### src/rtl/operand_loader.sv
// Operand loader: debounces an "enter" key and steps through
// LOAD_A -> LOAD_B -> RUN -> DONE, latching two operands from the switches
// and handshaking one multiply with the downstream controller.
module operand_loader #(
  parameter int unsigned DEBOUNCE_CYCLES = 16,
  parameter int unsigned WIDTH           = 16
) (
  input  logic             clk,
  input  logic             reset,
  input  logic [WIDTH-1:0] sw,
  input  logic             load_key,
  input  logic             mul_done,
  output logic [WIDTH-1:0] op_a,
  output logic [WIDTH-1:0] op_b,
  output logic             start,
  output logic             busy,
  output logic             result_valid,
  output logic [1:0]       phase
);

  localparam int unsigned CNT_W = $clog2(DEBOUNCE_CYCLES + 1);

  typedef enum logic [1:0] {
    LOAD_A = 2'b00,
    LOAD_B = 2'b01,
    RUN    = 2'b10,
    DONE   = 2'b11
  } state_e;

  state_e             state_q, state_d;
  logic [WIDTH-1:0]   op_a_q, op_a_d;
  logic [WIDTH-1:0]   op_b_q, op_b_d;
  logic               start_q, start_d;
  logic               busy_q, busy_d;
  logic               result_valid_q, result_valid_d;
  logic               s1_q, s1_d;
  logic               s2_q, s2_d;
  logic               db_q, db_d;
  logic               db_prev_q, db_prev_d;
  logic [CNT_W-1:0]   cnt_q, cnt_d;
  logic               press_c;

  // Synchronizer, mismatch-run debounce counter and rising-edge press detect
  always_comb begin
    s1_d      = load_key;
    s2_d      = s1_q;
    db_prev_d = db_q;
    db_d      = db_q;
    cnt_d     = '0;
    if (s2_q != db_q) begin
      if (cnt_q == CNT_W'(DEBOUNCE_CYCLES - 32'd1)) begin
        db_d  = s2_q;
        cnt_d = '0;
      end else begin
        cnt_d = cnt_q + CNT_W'(1);
      end
    end
    press_c = db_q & ~db_prev_q;
  end

  // Next-state and registered-output logic of the load/run sequencer
  always_comb begin
    state_d        = state_q;
    op_a_d         = op_a_q;
    op_b_d         = op_b_q;
    start_d        = 1'b0;
    busy_d         = busy_q;
    result_valid_d = result_valid_q;
    unique case (state_q)
      LOAD_A, DONE: begin
        if (press_c) begin
          op_a_d         = sw;
          result_valid_d = 1'b0;
          state_d        = LOAD_B;
        end
      end
      LOAD_B: begin
        if (press_c) begin
          op_b_d  = sw;
          start_d = 1'b1;
          busy_d  = 1'b1;
          state_d = RUN;
        end
      end
      RUN: begin
        busy_d = 1'b1;
        // A done level seen during the start cycle belongs to a stale request
        if (mul_done && !start_q) begin
          result_valid_d = 1'b1;
          busy_d         = 1'b0;
          state_d        = DONE;
        end
      end
      default: state_d = LOAD_A;
    endcase
  end

  // State and datapath registers with synchronous reset
  always_ff @(posedge clk) begin
    if (reset) begin
      state_q        <= LOAD_A;
      op_a_q         <= '0;
      op_b_q         <= '0;
      start_q        <= 1'b0;
      busy_q         <= 1'b0;
      result_valid_q <= 1'b0;
      s1_q           <= 1'b0;
      s2_q           <= 1'b0;
      db_q           <= 1'b0;
      db_prev_q      <= 1'b0;
      cnt_q          <= '0;
    end else begin
      state_q        <= state_d;
      op_a_q         <= op_a_d;
      op_b_q         <= op_b_d;
      start_q        <= start_d;
      busy_q         <= busy_d;
      result_valid_q <= result_valid_d;
      s1_q           <= s1_d;
      s2_q           <= s2_d;
      db_q           <= db_d;
      db_prev_q      <= db_prev_d;
      cnt_q          <= cnt_d;
    end
  end

  assign op_a         = op_a_q;
  assign op_b         = op_b_q;
  assign start        = start_q;
  assign busy         = busy_q;
  assign result_valid = result_valid_q;
  assign phase        = 2'(state_q);

endmodule

### config.mk
export PLATFORM = sky130hd
export DESIGN_NAME = operand_loader
export DESIGN_NICKNAME = d
export VERILOG_FILES = /design/src/rtl/operand_loader.sv
export SDC_FILE = /design/constraint.sdc
export NUM_CORES = 1
export LEC_CHECK = 0
export CORE_AREA = 2 2 69 71
export CTS_CLUSTER_SIZE = 16
export DETAILED_ROUTE_END_ITERATION = 10
export DIE_AREA = 0 0 71 73
export HOLD_SLACK_MARGIN = 0.1
export PLACE_DENSITY = 0.76
export SLEW_MARGIN = 5
export SYNTH_ARGS = -nofsm -noshare
export SYNTH_HDL_FRONTEND = slang
export SYNTH_SLANG_ARGS = --single-unit
### constraint.sdc
create_clock -name clk -period 1.7 [get_ports clk]
set_input_delay 0.255 -clock clk [delete_from_list [all_inputs] [get_ports clk]]
set_output_delay 0.255 -clock clk [all_outputs]
set_load 0.1 [all_outputs]
==> summary.txt <==
register bit total from synthesis: 46
P_leak: 1.04 nW
Hold Vio Cnt, Final: 0
slowest stage delay, CP: 0.42 ns
Synth cell types: 27
skew final: 0.00542 ns
total global routing overflow: 0
Total GRT Usage: 17.1%
clock slew at reported path FFs: 0.08 ns
setup_tns: 0 ns
slowest CP cell: or3_4
non-filler cells, final: 315
reg2reg start: cnt_q[0]$_SDFF_PP0_
cell chain of the critical path: ha_1 -> and3_1 -> ha_1 -> or3_4 -> nor2_1
f_max: 0.648 GHz
Routed WL: 4150 um
Die ar.: 0.00518 mm2
I/O Buffers: 56
initial DRC count: 72
WL/cell: 13.2 um
die width: 71 um
Final HPWL DP: 3050 um
RSZ-0062 raised after global routing: no
global-route wire length before repair: 6860 um
HP Class: in -> reg
Synth Area per Inst: 8.70 um2
status: complete, no violations
placed cells: 308
Tot Pwr: 2.51 mW
Ports: 57
Worst-Margin Slew: 0.328 ns
Clk Latency, worst-skew pair: 0.30 ns
FF+latch area: 930 um2
Syn Nets: 229
TritonCTS sink count: 46
Post-CTS Setup Bufs: 0
count of hold-fix buffers inserted at cts: 0
Finished Cell Area: 0.00288 mm2
routed vias: 1522
critical path peak fanout: 5
WS Path Type: reg -> reg
Post-DRT Antenna Nets: 0
post-route minimum period: 1.54 ns
sequential-to-total area share from yosys stat: 51.9%
relative slew slack: 78.2%
Setup-failing EPs final: 0
# resized after CTS: 0
DR vias/cell: 4.83
H-tree depth: 2
Cells after Synth: 204
core area: 0.00454 mm2
Synth Cell Area: 0.00178 mm2
arrival time at the worst endpoint: 1.77 ns
final net count: 286
layout cell share with drive strength beyond 1: 25.7%
first drt pass iteration count: 4
antenna fix cells: 0
Num CTS Buffers: 5
number of max-cap violations: 0
TritonCTS clock tree: built
footprint of the multi-input gates: 764 um2
commonest cells after routing, fill and taps aside: nand2_1 (64), dfxtp_1 (43), buf_12 (38)
Req. time, crit path: 1.93 ns
vias in the first global route: 1524
die span in y: 73 um
CP Launch Type: flip-flop
FP Rows: 25
Synth warnings: 0
initial antenna violation count: 0
largest net degree at the start of global routing: 18
R2R Setup Slk: 0.16 ns
clock tree buffer depth: 2
Power per Cell Area: 874 mW/mm2
CP Capture Type: flip-flop
critical path startpoint: cnt_q[0]$_SDFF_PP0_
commonest non-fill, non-tap cell in the layout: nand2_1
HP Start: reset
Placer Congestion: 0.721
fin crit share: 90.8%
Max IR drop VDD: 516 uV
Fillers: 349
clock root cell: clkbuf_8
most used cell, CP: ha_1
Placement Cell Area: 0.00277 mm2
Post-route DRC: 0
pins over their slew limit: 0
starting density of the core: 39.1%
Area Growth Syn to Fin: 62.1%
-- per-layer routing --
| layer | wire length [um] | share of wire (%) | GRT usage [%] | vias to the layer above |
|---|---|---|---|---|
| met2 | 2150 | 52 | 30.4 | 34 |
| met4 | 132 | 3.2 | 9.01 | 0 |
| met3 | 157 | 3.8 | 4.14 | 10 |
| li1 | - | - | - | 766 |
| met5 | 0 | 0 | 0 | - |
| met1 | 1700 | 41 | 19.0 | 712 |
-- critical path: cells and delay by family (launching register included) --
family,cells,cell delay [ns]
fa+ha+maj,2,0.43
simple gates,3,0.72
flops,1,0.34
-- path summary, 6_finish.rpt --
check / to / cells past startpoint
max: cnt_q[0]$_SDFF_PP0_ / 5
min: s1_q$_SDFF_PP0_ / 2
max reg2reg: cnt_q[0]$_SDFF_PP0_ / 5
min reg2reg: s2_q$_SDFF_PP0_ / 1
-- cells by family after synthesis --
logic type      synth area share, %
simple gates                   21.8
flops                          51.9
compound gates                 13.4
buf+inv                        6.20
fa+ha+maj                      3.52
xor+xnor                       1.48
mux                            1.76
-- report_power, final --
group / total [mW] / leakage (nW) / internal, mW / switching, mW
Sequential: 1.16 / 0.373 / 1.12 / 0.0454
Clock: 0.758 / 0.0555 / 0.411 / 0.347
Combinational: 0.595 / 0.614 / 0.260 / 0.334
Total: 2.51 / 1.04 / 1.79 / 0.726
-- metrics by stage --
| step | worst slack, ns | utilization (%) | hold slack [ns] |
|---|---|---|---|
| 3_3_place_gp | 0.214 | 61.1 | 0.430 |
| 3_5_place_dp | 0.169 | 61.1 | 0.441 |
| 2_1_floorplan | 0.0232 | - | 0.383 |
| 4_1_cts | 0.157 | 63.4 | 0.325 |
| 6_report | 0.157 | 63.4 | 0.333 |
| 5_1_grt | 0.0634 | 63.4 | 0.351 |
-- Yosys cell counts --
cell type / number / share of area [%]
a21oi_1: 31 / 8.7
a211oi_1: 1 / 0.42
xnor2_1: 2 / 0.99
or3_4: 1 / 0.63
mux2i_1: 2 / 1.1
buf_2: 4 / 1.1
nor2_1: 9 / 1.9
nor2b_1: 3 / 1.1
or2_2: 1 / 0.35
inv_1: 6 / 1.3
o2bb2ai_1: 1 / 0.49
nand2_1: 64 / 14
nand2b_1: 4 / 1.4
a21oi_2: 5 / 2.5
and3_1: 1 / 0.35
nand3b_2: 2 / 1.3
nand3_1: 1 / 0.28
a21o_1: 1 / 0.42
and3b_1: 2 / 0.99
xor2_1: 1 / 0.49
clkbuf_1: 3 / 0.63
o21bai_1: 1 / 0.42
a22oi_1: 1 / 0.42
dfxtp_1: 46 / 52
buf_6: 5 / 3.2
ha_1: 5 / 3.5
mux2_1: 1 / 0.63
-- sequential cells by signal (all words and copies together), names as in the netlist --
signal        count
op_a             16
op_b             16
cnt_q             5
phase             2
busy              1
db_prev_d         1
db_prev_q         1
result_valid      1
s1_q              1
s2_q              1
start             1
-- layout make-up --
cell class	instances	area share, %
inverter	6	0.870
multi-input combinational	140	26.6
sequential	46	32.3
timing repair buffer	62	34.2
tap	54	2.35
clock buffer	7	3.74
Power figures use the tool's default switching activity.
